==> config.mk <==
export PLATFORM = sky130hd
export DESIGN_NAME = sort_result_streamer
export DESIGN_NICKNAME = d
export VERILOG_FILES = /design/src/rtl/sort_result_streamer.sv
export SDC_FILE = /design/constraint.sdc
export NUM_CORES = 1
export LEC_CHECK = 0
export ABC_AREA = 0
export BUFFER_PORTS_ARGS = -buffer_cell sky130_fd_sc_hd__buf_4
export CORE_UTILIZATION = 51
export CTS_CLUSTER_DIAMETER = 80
export DETAILED_ROUTE_END_ITERATION = 6
export GPL_ROUTABILITY_DRIVEN = 0
export PLACE_DENSITY = 0.76
export SLEW_MARGIN = 20
export SYNTH_ARGS = -nofsm -noshare
export SYNTH_HDL_FRONTEND = slang
export SYNTH_SLANG_ARGS = --single-unit
==> constraint.sdc <==
create_clock -name i_clk -period 2.63 [get_ports i_clk]
set_clock_uncertainty 0.15 [all_clocks]
set_input_delay 0.526 -clock i_clk [delete_from_list [all_inputs] [get_ports i_clk]]
set_output_delay 0.526 -clock i_clk [all_outputs]
set_load 0.02 [all_outputs]
==> src/rtl/sort_result_streamer.sv <==
// rtl/sort_result_streamer.sv - streams the sorted RAM contents out on valid/ready
// Optional order checker enabled by defining ORDER_CHECK_EN.
module sort_result_streamer #(
  parameter int SIZE_ADDR = 8,
  parameter int SIZE_DATA = 8
) (
  input  logic                 i_clk,
  input  logic                 i_rst_n,
  input  logic                 i_start,
  input  logic [SIZE_ADDR-1:0] i_num_elems,
  output logic                 o_rd_en,
  output logic [SIZE_ADDR-1:0] o_addr,
  input  logic [SIZE_DATA-1:0] i_data,
  output logic                 o_valid,
  input  logic                 i_ready,
  output logic [SIZE_DATA-1:0] o_data,
  output logic                 o_last,
  output logic                 o_busy,
  output logic                 o_done,
  output logic                 o_order_err
);

  localparam int CW = SIZE_ADDR + 1;

  typedef enum logic [1:0] {IDLE, STREAM, DONE} state_t;

  state_t               state;
  logic [CW-1:0]        n_reg;
  logic [CW-1:0]        rd_cnt;
  logic [CW-1:0]        out_idx;
  logic                 inflight;
  logic [SIZE_DATA-1:0] fifo_mem [2];
  logic                 wr_ptr;
  logic                 rd_ptr;
  logic [1:0]           occ;
  logic [2:0]           pending;
  logic                 push;
  logic                 pop;
  logic                 rd_issue;

  assign o_valid = (occ != 2'd0);
  assign o_data  = fifo_mem[rd_ptr];
  assign o_last  = o_valid && (out_idx == (n_reg - CW'(1)));
  assign o_busy  = (state != IDLE);
  assign o_done  = (state == DONE);

  assign push    = inflight;
  assign pop     = o_valid & i_ready;

  // A read is only issued if its data is guaranteed a FIFO slot on arrival.
  assign pending  = {1'b0, occ} + {2'b00, inflight};
  assign rd_issue = (state == STREAM) && (rd_cnt < n_reg) &&
                    (pending < (3'd2 + {2'b00, pop}));
  assign o_rd_en  = rd_issue;
  assign o_addr   = rd_issue ? rd_cnt[SIZE_ADDR-1:0] : '0;

  always_ff @(posedge i_clk or negedge i_rst_n) begin
    if (!i_rst_n) begin
      state    <= IDLE;
      n_reg    <= '0;
      rd_cnt   <= '0;
      out_idx  <= '0;
      inflight <= 1'b0;
      wr_ptr   <= 1'b0;
      rd_ptr   <= 1'b0;
      occ      <= 2'd0;
      for (int i = 0; i < 2; i++) fifo_mem[i] <= '0;
    end else begin
      inflight <= rd_issue;
      if (rd_issue) rd_cnt <= rd_cnt + CW'(1);
      if (push) begin
        fifo_mem[wr_ptr] <= i_data;
        wr_ptr           <= ~wr_ptr;
      end
      if (pop) begin
        rd_ptr  <= ~rd_ptr;
        out_idx <= out_idx + CW'(1);
      end
      occ <= occ + {1'b0, push} - {1'b0, pop};

      case (state)
        IDLE: begin
          if (i_start) begin
            n_reg   <= {1'b0, i_num_elems};
            rd_cnt  <= '0;
            out_idx <= '0;
            state   <= (i_num_elems == '0) ? DONE : STREAM;
          end
        end
        STREAM: begin
          if (pop && o_last) state <= DONE;
        end
        DONE: begin
          state <= IDLE;
        end
        default: state <= IDLE;
      endcase
    end
  end

`ifdef ORDER_CHECK_EN
  logic [SIZE_DATA-1:0] prev_data;
  logic                 have_prev;
  logic                 order_err;

  // Each accepted element is compared to the one accepted before it in the same run.
  always_ff @(posedge i_clk or negedge i_rst_n) begin
    if (!i_rst_n) begin
      prev_data <= '0;
      have_prev <= 1'b0;
      order_err <= 1'b0;
    end else if ((state == IDLE) && i_start) begin
      have_prev <= 1'b0;
      order_err <= 1'b0;
    end else if (pop) begin
      if (have_prev && (o_data < prev_data)) order_err <= 1'b1;
      prev_data <= o_data;
      have_prev <= 1'b1;
    end
  end

  assign o_order_err = order_err;
`else
  assign o_order_err = 1'b0;
`endif

endmodule

==> Word-level counts from Yosys, hierarchy flattened <==
Index checks and enable logic that the tools add are counted.
{ "word_totals": {"reg_bits": 49, "output_inout_bits": 22, "wordCells": 60} }
{ "classes": {"n_addsub": 7, "order_cmp": 5, "n_eq_ne": 5, "n_mux": 17, "bitwise_logic": 5, "n_reduce_logical": 11} }
{ "op_table": {"columns": ["op", "count"], "rows": [
  ["9-bit 2-to-1 mux", 6],
  ["8-bit 2-to-1 mux", 5],
  ["9-bit by 1-bit adder with 9-bit output, second input constant", 2],
  ["16-bit bitwise mux", 1],
  ["9-bit equality test", 1],
  ["9-bit by 8-bit < comparator with 1-bit output", 1],
  ["8-bit by 1-bit subtractor with 9-bit output, second input constant", 1],
  ["8-bit demux with 1-bit select", 1],
  ["8-bit logical NOT", 1],
  ["2-bit 2-to-1 mux", 3],
  ["1-bit logical AND", 5],
  ["2-bit greater-or-equal comparator, second input constant", 2],
  ["1-bit NOT with 2-bit output", 2],
  ["2-bit case mux with 2 select lines", 1],
  ["2-bit AND reduction", 2],
  ["2-bit nonzero test", 2],
  ["2-bit by 1-bit adder with 3-bit output", 1],
  ["2-bit by 1-bit adder with 3-bit output, first input constant", 1],
  ["3-bit < comparator", 1],
  ["2-bit by 1-bit adder with 2-bit output", 1],
  ["2-bit by 1-bit equality test with 1-bit output, second input constant", 1],
  ["2-bit equality test, second input constant", 1],
  ["2-bit logical NOT", 1],
  ["2-bit by 1-bit < comparator with 1-bit output, second input constant", 1],
  ["other kinds (5)", 6]
]} }

==> Depth between registers and ports, before layout <==
Gate-level depths: netlist of the first run.
{ "logic_depth": {"depth_word": 8, "depth_mapped": 10} }

==> Worst setup path before layout of the first run <==
No wires, ideal clock.
{ "synth_path": {"path_kind": "reg2out", "startpoint": "reg inflight", "endpoint": "out o_addr[0]", "arrival_time_ps": 2321, "required_time_ps": 1954, "setup_slack_ps": -367, "path_stages_with_launch": 9, "cell_sequence": "dfrtp_1 ha_1 ha_1 or4b_1 a211oi_2 o211ai_2 a21o_1 inv_2 ha_1"} }
{ "synth_between": {"elab_chain_len": 4} }
{ "synth_rtl": {"columns": ["item", "line_no", "text"], "rows": [
  ["from (decl)", "31", "logic inflight;"],
  ["from (signal assigned)", "69", "inflight <= rd_issue;"],
  ["2-bit by 1-bit adder with 3-bit output", "51", "assign pending = {1'b0, occ} + {2'b00, inflight};"],
  ["3-bit < comparator", "53", "(pending < (3'd2 + {2'b00, pop}));"],
  ["1-bit logical AND", "52", "assign rd_issue = (state == STREAM) && (rd_cnt < n_reg) &&"],
  ["via o_rd_en", "11", "output logic o_rd_en,"],
  ["8-bit 2-to-1 mux", "55", "assign o_addr = rd_issue ? rd_cnt[SIZE_ADDR-1:0] : '0;"],
  ["to (decl)", "12", "output logic [SIZE_ADDR-1:0] o_addr,"]
]} }
The timed path passes the listed nets, and every way through them passes these cells.

==> Worst setup path after layout of the first run <==
{ "layout_path": {"startpoint": "reg inflight", "endpoint": "out o_addr[7]"} }
{ "layout_between": {"elab_chain_len": 4} }
{ "layout_rtl": {"columns": ["item", "line_no"], "rows": [
  ["2-bit by 1-bit adder with 3-bit output", "51"],
  ["3-bit < comparator", "53"],
  ["1-bit logical AND", "52"],
  ["8-bit 2-to-1 mux", "55"]
]} }
No other way between the ends.

==> results of run 1 <==
-- metrics by stage --
stage	TNS (ns)	instance area (um^2)	power [mW]
after floorplan	-1.03	2790	3.22
after global placement	-0.564	3350	4.18
after detailed placement	-0.775	3350	4.28
after CTS	-4.01	3560	5.04
after global routing	-4.90	3610	5.56
final	-3.96	3610	5.17
-- cell families (layout without fill, tap and decap cells) --
| group | after synthesis | in the layout |
|---|---|---|
| xor gates and xnor gates | 25 | 25 |
| AOI/OAI and AO/OA | 39 | 39 |
| and+or+nand+nor | 90 | 90 |
| other | 1 | 1 |
| muxes | 25 | 25 |
| adders and majority gates | 15 | 15 |
| buffers and inverters | 26 | 100 |
| DFF | 49 | 49 |
-- per-layer routing --
layer	GRT usage, %	vias up	routed length [um]
met5	0	-	0
met4	6.79	0	70
met3	5.29	5	232
li1	-	1084	-
met1	30.7	1083	2800
met2	42.7	53	3210
-- worst max-delay path: cells and delay by family, from the launching register on --
family,cells,cell delay (ns)
adder cells (fa/ha/maj),2,0.35
AND/OR/NAND/NOR,2,0.62
buffers and inverters,2,0.22
AO/OA/AOI/OAI,3,0.52
flip-flops,1,0.39
-- report_power, final --
| group | internal, mW | switching [mW] | total, mW |
|---|---|---|---|
| logic | 1.73 | 1.58 | 3.31 |
| clock network | 0.190 | 0.259 | 0.449 |
| registers | 1.10 | 0.318 | 1.41 |
-- synth_stat cells (3+ instances only) --
| cell | number |
|---|---|
| inv_1 | 15 |
| dfrtp_1 | 49 |
| and2_1 | 5 |
| o21ai_0 | 10 |
| nor2_1 | 27 |
| a21o_1 | 3 |
| or2_2 | 3 |
| nand3_1 | 9 |
| ha_1 | 15 |
| a211oi_1 | 4 |
| clkbuf_1 | 9 |
| nand4_1 | 5 |
| nor3_1 | 7 |
| nor4_1 | 3 |
| a21oi_1 | 5 |
| a31oi_1 | 3 |
| xnor2_1 | 14 |
| mux2_2 | 24 |
| xor2_1 | 11 |
| nand2_1 | 19 |
-- cell type report --
type	count	area, um^2
Timing Repair Buffer	76	604
Fill cell	416	1530
Inverter	16	62.6
Clock buffer	6	72.6
Sequential cell	49	1230
Tap cell	70	87.6
Clock inverter	2	13.8
Multi-Input combinational cell	195	1550
-- what timing repair did --
action	in CTS	in global routing
pin swaps	7	2
gates resized for setup	21	5
buffers inserted	6	2
hold buffers	0	0
setup endpoints to repair	10	11
cloned	0	0
-- how the worst max path moves through the flow --
| stage | start | end | depth (start not counted) | slack (ns) |
|---|---|---|---|---|
| final | inflight | o_addr[7] | 9 | -0.45 |
| after global routing | inflight | o_addr[7] | 9 | -0.55 |
| after CTS | inflight | o_addr[6] | 9 | -0.47 |
| after detailed placement | inflight | o_addr[3] | 9 | -0.14 |
| after global placement | inflight | o_addr[4] | 9 | -0.11 |
| after floorplan | inflight | o_addr[1] | 8 | -0.16 |
==> results.toml, run 1 <==
[run_status]
status = "finished, violations left"
violations = "setup timing"

[synthesis]
synth_fa_ha_area_share_pct = 6.81
ys_seq_elements = 49
synth_mux_area_share_pct = 10.2
synthSimpleGateAreaFrac_pct = 16.2
synth_top_family_by_area = "simple AND/OR/NAND/NOR gates"
synth_top_area_cell = "dfrtp_1"
synthArstFlopShare_pct = 100
synth_top_area_share_pct = 44.5
synth.distinct_cells = 43
yosysSeqAreaShare_pct = 44.5
synth_edf_count = 0
synth_compound_area_share_pct = 10.5
yosysWarnings = 0
synth_xor_xnor_area_share_pct = 7.95
synth_nets = 305
synth.avg_cell_area_um2 = 10.2
netlist_area_mm2 = 0.00276
synthTopCellsByArea = "dfrtp_1 (45%), mux2_2 (9.8%), ha_1 (6.8%), xnor2_1 (4.5%), nor2_1 (3.7%)"
synthCells = 270
synth-main-ff-cell = "dfrtp_1"

[worst_setup_path]
crit_fanout = 8
r2r_start = "inflight"
path_cells = "ha_2 -> ha_4 -> or4b_4 -> a211oi_2 -> o211ai_2 -> a21o_1 -> inv_4 -> and2_4 -> buf_6"
reg2reg_depth = 10
worstPathRequired_ns = 1.95
end_kind = "output port"
critPathArrivalTime_ns = 2.41
startpoint_type = "register"
path_class = "reg2out"
r2r_slack_ns = 0.11
cp_slowest_cell = "or4b_4"
slowest_delay_ns = 0.47
timing.rr.end = "rd_cnt[2]"

[finish]
diodes = 0
mostFrequentLayoutCell = "buf_4"
largest_register_ffs = 16
final_cell_mix = "buf_4 (67), dfrtp_1 (48), nor2_1 (24), mux2_2 (24), nand2_1 (19)"
fin_nets = 378
layout-drive-gt1-share_pct = 41.6
final_util_pct = 70.3
top_register = "fifo_mem"
area_delta_synth_final_pct = 31.2
instances_no_fill = 414
largestRegisters = "fifo_mem x16, out_idx x9, rd_cnt x9"

[global_route]
antenna_found_initial = 0
overflow = 0
grt_max_degree = 50
grt_pass1_vias = 2204
grt_pass1_wl_mm = 10.3
grtUsageTotal_pct = 24.5

[hold_path]
min_path_type = "in2async"

[clock_tree]
cts.sink_count = 49
cts_root_buf = "clkbuf_8"
cts.clk_slew.worst_paths_ns = 0.09
clock_latency_ns = 0.31
clockBufferDepth = 2
cts_buffers = 5
h-tree-depth = 2
cts_tree = "yes"

[floorplan]
ios = 42
dieArea_mm2 = 0.00570
core_area_mm2 = 0.00514
rows = 26
die_h_um = 75.5
die_x_um = 75.5
start_util_pct = 53.6

[sta]
fmax_ghz = 0.325
finalSetupViolations = 10
min_period_ns = 3.08
min_period_over_period_pct = 117
rsz0062_at_grt = "true"
maxSlewHeadroom_pct = 59.0
timing.hold.ws_ns = 0.0745
hold_viol_final = 0
worst_pin_slew_ns = 0.615
finalMaxSlewViolations = 0
layout_setup_ws_ns = -0.451

[routing]
firstDrtPassIters = 4
drc = 0
antenna_left = 0
vias_per_cell = 5.37
drt-initial-drc-count = 135
wl_per_cell_um = 15.3
vias = 2225
routed_wl_mm = 6.32

[power]
power_leakage_nw = 1.65
peakVddDrop_v = 0.00138
power_per_cell_area_mw_per_mm2 = 1430

[place]
portBuffers = 40
place_ws_ns = -0.144
dp_hpwl_mm = 4.54
placed_cells = 399

[flow_run]
drv_cap = 0
Power figures use the tool's default switching activity.
==> inputs of run 2 (changes only) <==
Settings changed: SETUP_SLACK_MARGIN set to 0.15.
==> results.toml, run 2 (synthesized netlist as in run 1, its figures left out) <==
[sta]
fmax_ghz = 0.319
min_period_ns = 3.14
min_period_over_period_pct = 119
finalMaxSlewViolations = 0
finalSetupViolations = 12
layout_setup_ws_ns = -0.508
timing.hold.ws_ns = 0.0750
worst_pin_slew_ns = 0.746
fin_setup_tns_ns = -4.52
maxSlewHeadroom_pct = 50.2
hold_viol_final = 0
rsz0062_at_grt = "true"

[worst_setup_path]
crit_start = "inflight"
worstPathRequired_ns = 1.95
startpoint_type = "register"
critPathArrivalTime_ns = 2.46
path_class = "reg2out"
r2r_start = "inflight"
reg2reg_depth = 11
path_cells = "ha_2 -> ha_2 -> or4b_4 -> a211oi_2 -> o211ai_2 -> buf_4 -> buf_6 -> a211oi_4 -> buf_6"
worst-path-stages = 9
crit_fanout = 3
endpoint = "o_addr[5]"
timing.rr.end = "rd_cnt[7]"
crit_family = "compound AO/OA/AOI/OAI gates"
r2r_slack_ns = -0.04
end_kind = "output port"
slowest_delay_ns = 0.47
cp_slowest_cell = "or4b_4"
path_buf_inv = 3

[power]
pwr-share-seq_pct = 26.5
power_mw = 5.37
peakVddDrop_v = 0.00129
combinationalPowerShare_pct = 65.0
p_int_mw = 3.08
power_leakage_nw = 1.66
p_sw_mw = 2.29
switching_share_pct = 42.6
power_per_cell_area_mw_per_mm2 = 1460
clkPwrFrac_pct = 8.5

[place]
placed_cell_area_mm2 = 0.00335
portBuffers = 40
dp_hpwl_mm = 4.48

[clock_tree]
clock_latency_ns = 0.31
cts_buffers = 5
cts.sink_count = 49
cts.clk_slew.worst_paths_ns = 0.09
h-tree-depth = 2
cts_hold_buf = 0
clockBufferDepth = 2
cts_root_buf = "clkbuf_8"
cts_tree = "yes"

[routing]
vias = 2248
routed_wl_mm = 6.40
firstDrtPassIters = 4
antenna_left = 0
vias_per_cell = 5.43
wl_per_cell_um = 15.5
drc = 0
drt-initial-drc-count = 81

[finish]
diodes = 0
final_cell_mix = "buf_4 (63), dfrtp_1 (47), nor2_1 (24), mux2_2 (24), nand2_1 (19)"
num-fill-cells = 397
layout-drive-gt1-share_pct = 42.7
final_area_mm2 = 0.00367
mostFrequentLayoutCell = "buf_4"
top_register = "fifo_mem"
final_util_pct = 71.5
largestRegisters = "fifo_mem x16, out_idx x9, rd_cnt x9"
area_delta_synth_final_pct = 33.3
largest_register_ffs = 16
fin_nets = 378

[floorplan]
start_util_pct = 53.6
ios = 42
die_x_um = 75.5
die_h_um = 75.5
dieArea_mm2 = 0.00570
core_area_mm2 = 0.00514
rows = 26

[global_route]
grtUsageTotal_pct = 23.0
grt_max_degree = 50
overflow = 0
antenna_found_initial = 0
grt_pass1_wl_mm = 9.62
grt_pass1_vias = 2146

[run_status]
violations = "setup timing"
status = "finished, violations left"

[flow_run]
drv_cap = 0

[hold_path]
min_path_type = "in2async"
-- run 2: worst min path at each step --
| stage | end | slack (ns) |
|---|---|---|
| 5_1_grt | out_idx[8] | 0.12 |
| 3_5_place_dp | wr_ptr | 0.33 |
| 4_1_cts | fifo_mem[4] | 0.1 |
| 6_report | out_idx[6] | 0.07 |
| 3_3_place_gp | wr_ptr | 0.32 |
| 2_1_floorplan | fifo_mem[0] | 0.08 |
-- run 2: metal layers --
| metal | GRT usage [%] | vias up | wire length [um] |
|---|---|---|---|
| li1 | - | 1087 | - |
| met1 | 28.6 | 1104 | 2730 |
| met2 | 40.0 | 44 | 3330 |
| met3 | 3.70 | 13 | 218 |
| met4 | 9.88 | 0 | 124 |
| met5 | 0 | - | 0 |
-- run 2: power groups by stage --
| stage | Sequential, mW | Clock [mW] | Combinational (mW) |
|---|---|---|---|
| floorplan | 1.33 | 0 | 1.96 |
| global placement | 1.39 | 0 | 2.78 |
| detailed placement | 1.41 | 0 | 2.86 |
| CTS | 1.41 | 0.471 | 3.18 |
| global route | 1.47 | 0.499 | 3.78 |
| finish | 1.42 | 0.456 | 3.49 |
-- run 2: what timing repair did --
item                                    CTS  global route
gates resized for setup                  17            15
cloned                                    0             0
pin swaps                                 5             6
endpoints found under the setup margin   14            19
buffers inserted                          6             4
-- run 2: area by class of cell --
cell class                 instances  area [um^2]  area share [%]
timing repair buffer              76          619            16.9
inverter                          16         62.6            1.70
clock inverter                     3         25.0           0.681
sequential                        49         1230            33.4
multi-input combinational        195         1580            43.1
clock buffer                       5         68.8            1.87
tap                               70         87.6            2.38
-- run 2: stage by stage --
stage	std cells	worst slack (ns)
4_1_cts	410	-0.423
2_1_floorplan	270	-0.159
3_3_place_gp	396	-0.100
6_report	414	-0.508
3_5_place_dp	396	-0.128
5_1_grt	414	-0.589
==> inputs of run 3 (changes only) <==
Settings changed: HOLD_SLACK_MARGIN set to 0.12, PLACE_DENSITY 0.76 to 0.82.
==> results.toml, run 3 (synthesized netlist as in run 1, its figures left out) <==
[sta]
layout_setup_ws_ns = -0.482
fmax_ghz = 0.321
min_period_ns = 3.11
finalSetupViolations = 12
min_period_over_period_pct = 118
worst_pin_slew_ns = 0.789
rsz0062_at_grt = "true"
finalMaxSlewViolations = 0
maxSlewHeadroom_pct = 47.3
hold_viol_final = 0

[flow_run]
drv_cap = 0

[place]
placed_cell_area_mm2 = 0.00336
portBuffers = 40
dp_hpwl_mm = 4.52
place_ws_ns = -0.181

[hold_path]
min_path_type = "in2reg"
hold_depth = 3
hold_end = "n_reg[6]"
hp-start = "i_num_elems[6]"

[finish]
diodes = 0
final_cell_mix = "buf_4 (63), dfrtp_1 (49), nor2_1 (26)"
top_register = "fifo_mem"
num-fill-cells = 410
seqCellArea_mm2 = 0.00123
layout-drive-gt1-share_pct = 40.8
fin_nets = 377
largestRegisters = "fifo_mem x16, out_idx x9, rd_cnt x9"
mostFrequentLayoutCell = "buf_4"
largest_register_ffs = 16
area_delta_synth_final_pct = 31.4
multiInputGateArea_mm2 = 0.00154
final_area_mm2 = 0.00362

[worst_setup_path]
end_kind = "output port"
r2r_start = "inflight"
timing.rr.end = "rd_cnt[5]"
path_buf_inv = 2
path_class = "reg2out"
cp_slowest_cell = "or4b_4"
crit_family = "simple AND/OR/NAND/NOR gates"
slowest_delay_ns = 0.47
worstPathRequired_ns = 1.95
path_cells = "ha_2 -> ha_2 -> or4b_4 -> a211oi_2 -> o211ai_2 -> a21o_4 -> inv_6 -> and2_4 -> buf_6"
crit_fanout = 5
reg2reg_depth = 12
worst_path_most_repeated_cell = "ha_2"
critPathArrivalTime_ns = 2.44
r2r_slack_ns = -0.09
startpoint_type = "register"

[clock_tree]
clock_latency_ns = 0.31
cts_root_buf = "clkbuf_8"
clockBufferDepth = 2
h-tree-depth = 2
cts_buffers = 5
cts.clk_slew.worst_paths_ns = 0.10
cts_tree = "yes"
cts.sink_count = 49

[routing]
routed_wl_mm = 6.31
firstDrtPassIters = 4
drc = 0
antenna_left = 0
wl_per_cell_um = 15.3
vias_per_cell = 5.37
drt-initial-drc-count = 133
vias = 2216

[floorplan]
die_x_um = 75.5
rows = 26
ios = 42
die_h_um = 75.5
dieArea_mm2 = 0.00570
core_area_mm2 = 0.00514
start_util_pct = 53.6

[global_route]
grt_pass1_vias = 2176
grt_pass1_wl_mm = 10.2
grtUsageTotal_pct = 24.2
grt_max_degree = 50
antenna_found_initial = 0
overflow = 0

[run_status]
violations = "setup timing"
status = "finished, violations left"

[power]
power_leakage_nw = 1.65
peakVddDrop_v = 0.00115
power_per_cell_area_mw_per_mm2 = 1430
[run 3: changes by cell type in the layout (fill, tap and decap cells not counted), sizes merged]
cell / change
clkbuf: +1
buf: -3
dlygate4sd3: +1
[run 3: worst max path at each step]
stage | cells past startpoint | end | slack (ns) | startpoint
CTS | 9 | o_addr[4] | -0.48 | inflight
finish | 9 | o_addr[3] | -0.48 | inflight
detailed placement | 9 | o_addr[7] | -0.18 | inflight
global route | 9 | o_addr[7] | -0.56 | inflight
floorplan | 8 | o_addr[1] | -0.16 | inflight
global placement | 9 | o_addr[3] | -0.12 | inflight
[run 3: timing repair]
| action | CTS | global route |
|---|---|---|
| pin swaps | 5 | 4 |
| buffers inserted | 3 | 2 |
| setup endpoints to repair | 17 | 19 |
| gates resized for setup | 16 | 5 |
| gates cloned | 1 | 0 |
| hold buffers | 1 | 0 |
| hold endpoints to repair | 49 | 0 |
[run 3: layout make-up]
class,count,area share [%]
multi-input cells,195,42.5
clock buffers,6,2.28
flip-flops and latches,49,33.9
repair buffers,74,16.5
well taps,70,2.42
inverters,16,1.80
repair inverters,1,0.207
clock inverters,2,0.484
[run 3: tightest hold or removal path, stage by stage]
cell and delay [ns]:
buf_4 0.08, nand2_1 0.03, o21ai_0 0.06
[run 3: per-stage QoR]
step	util (%)	TNS, ns	instances	hold WS, ns	power [mW]
6_report	70.4	-4.45	413	0.281	5.19
5_1_grt	70.4	-5.61	413	0.293	5.56
4_1_cts	69.5	-4.24	411	0.280	5.08
3_5_place_dp	65.4	-1.17	398	0.333	4.28
3_3_place_gp	65.4	-0.637	398	0.323	4.16
2_1_floorplan	-	-1.03	270	0.0804	3.29
[run 3: report_power, final]
part           internal, mW  total, mW  switching (mW)
registers              1.09       1.41           0.314
clock network         0.219      0.487           0.268
logic                  1.67       3.30            1.62
[run 3: metal layers]
layer	global-route usage, %	vias to the layer above	part of all wire [%]
li1	-	1081	-
met1	32.0	1077	44
met2	39.3	49	51
met3	4.89	9	3.5
met4	9.88	0	1.6
met5	0	-	0
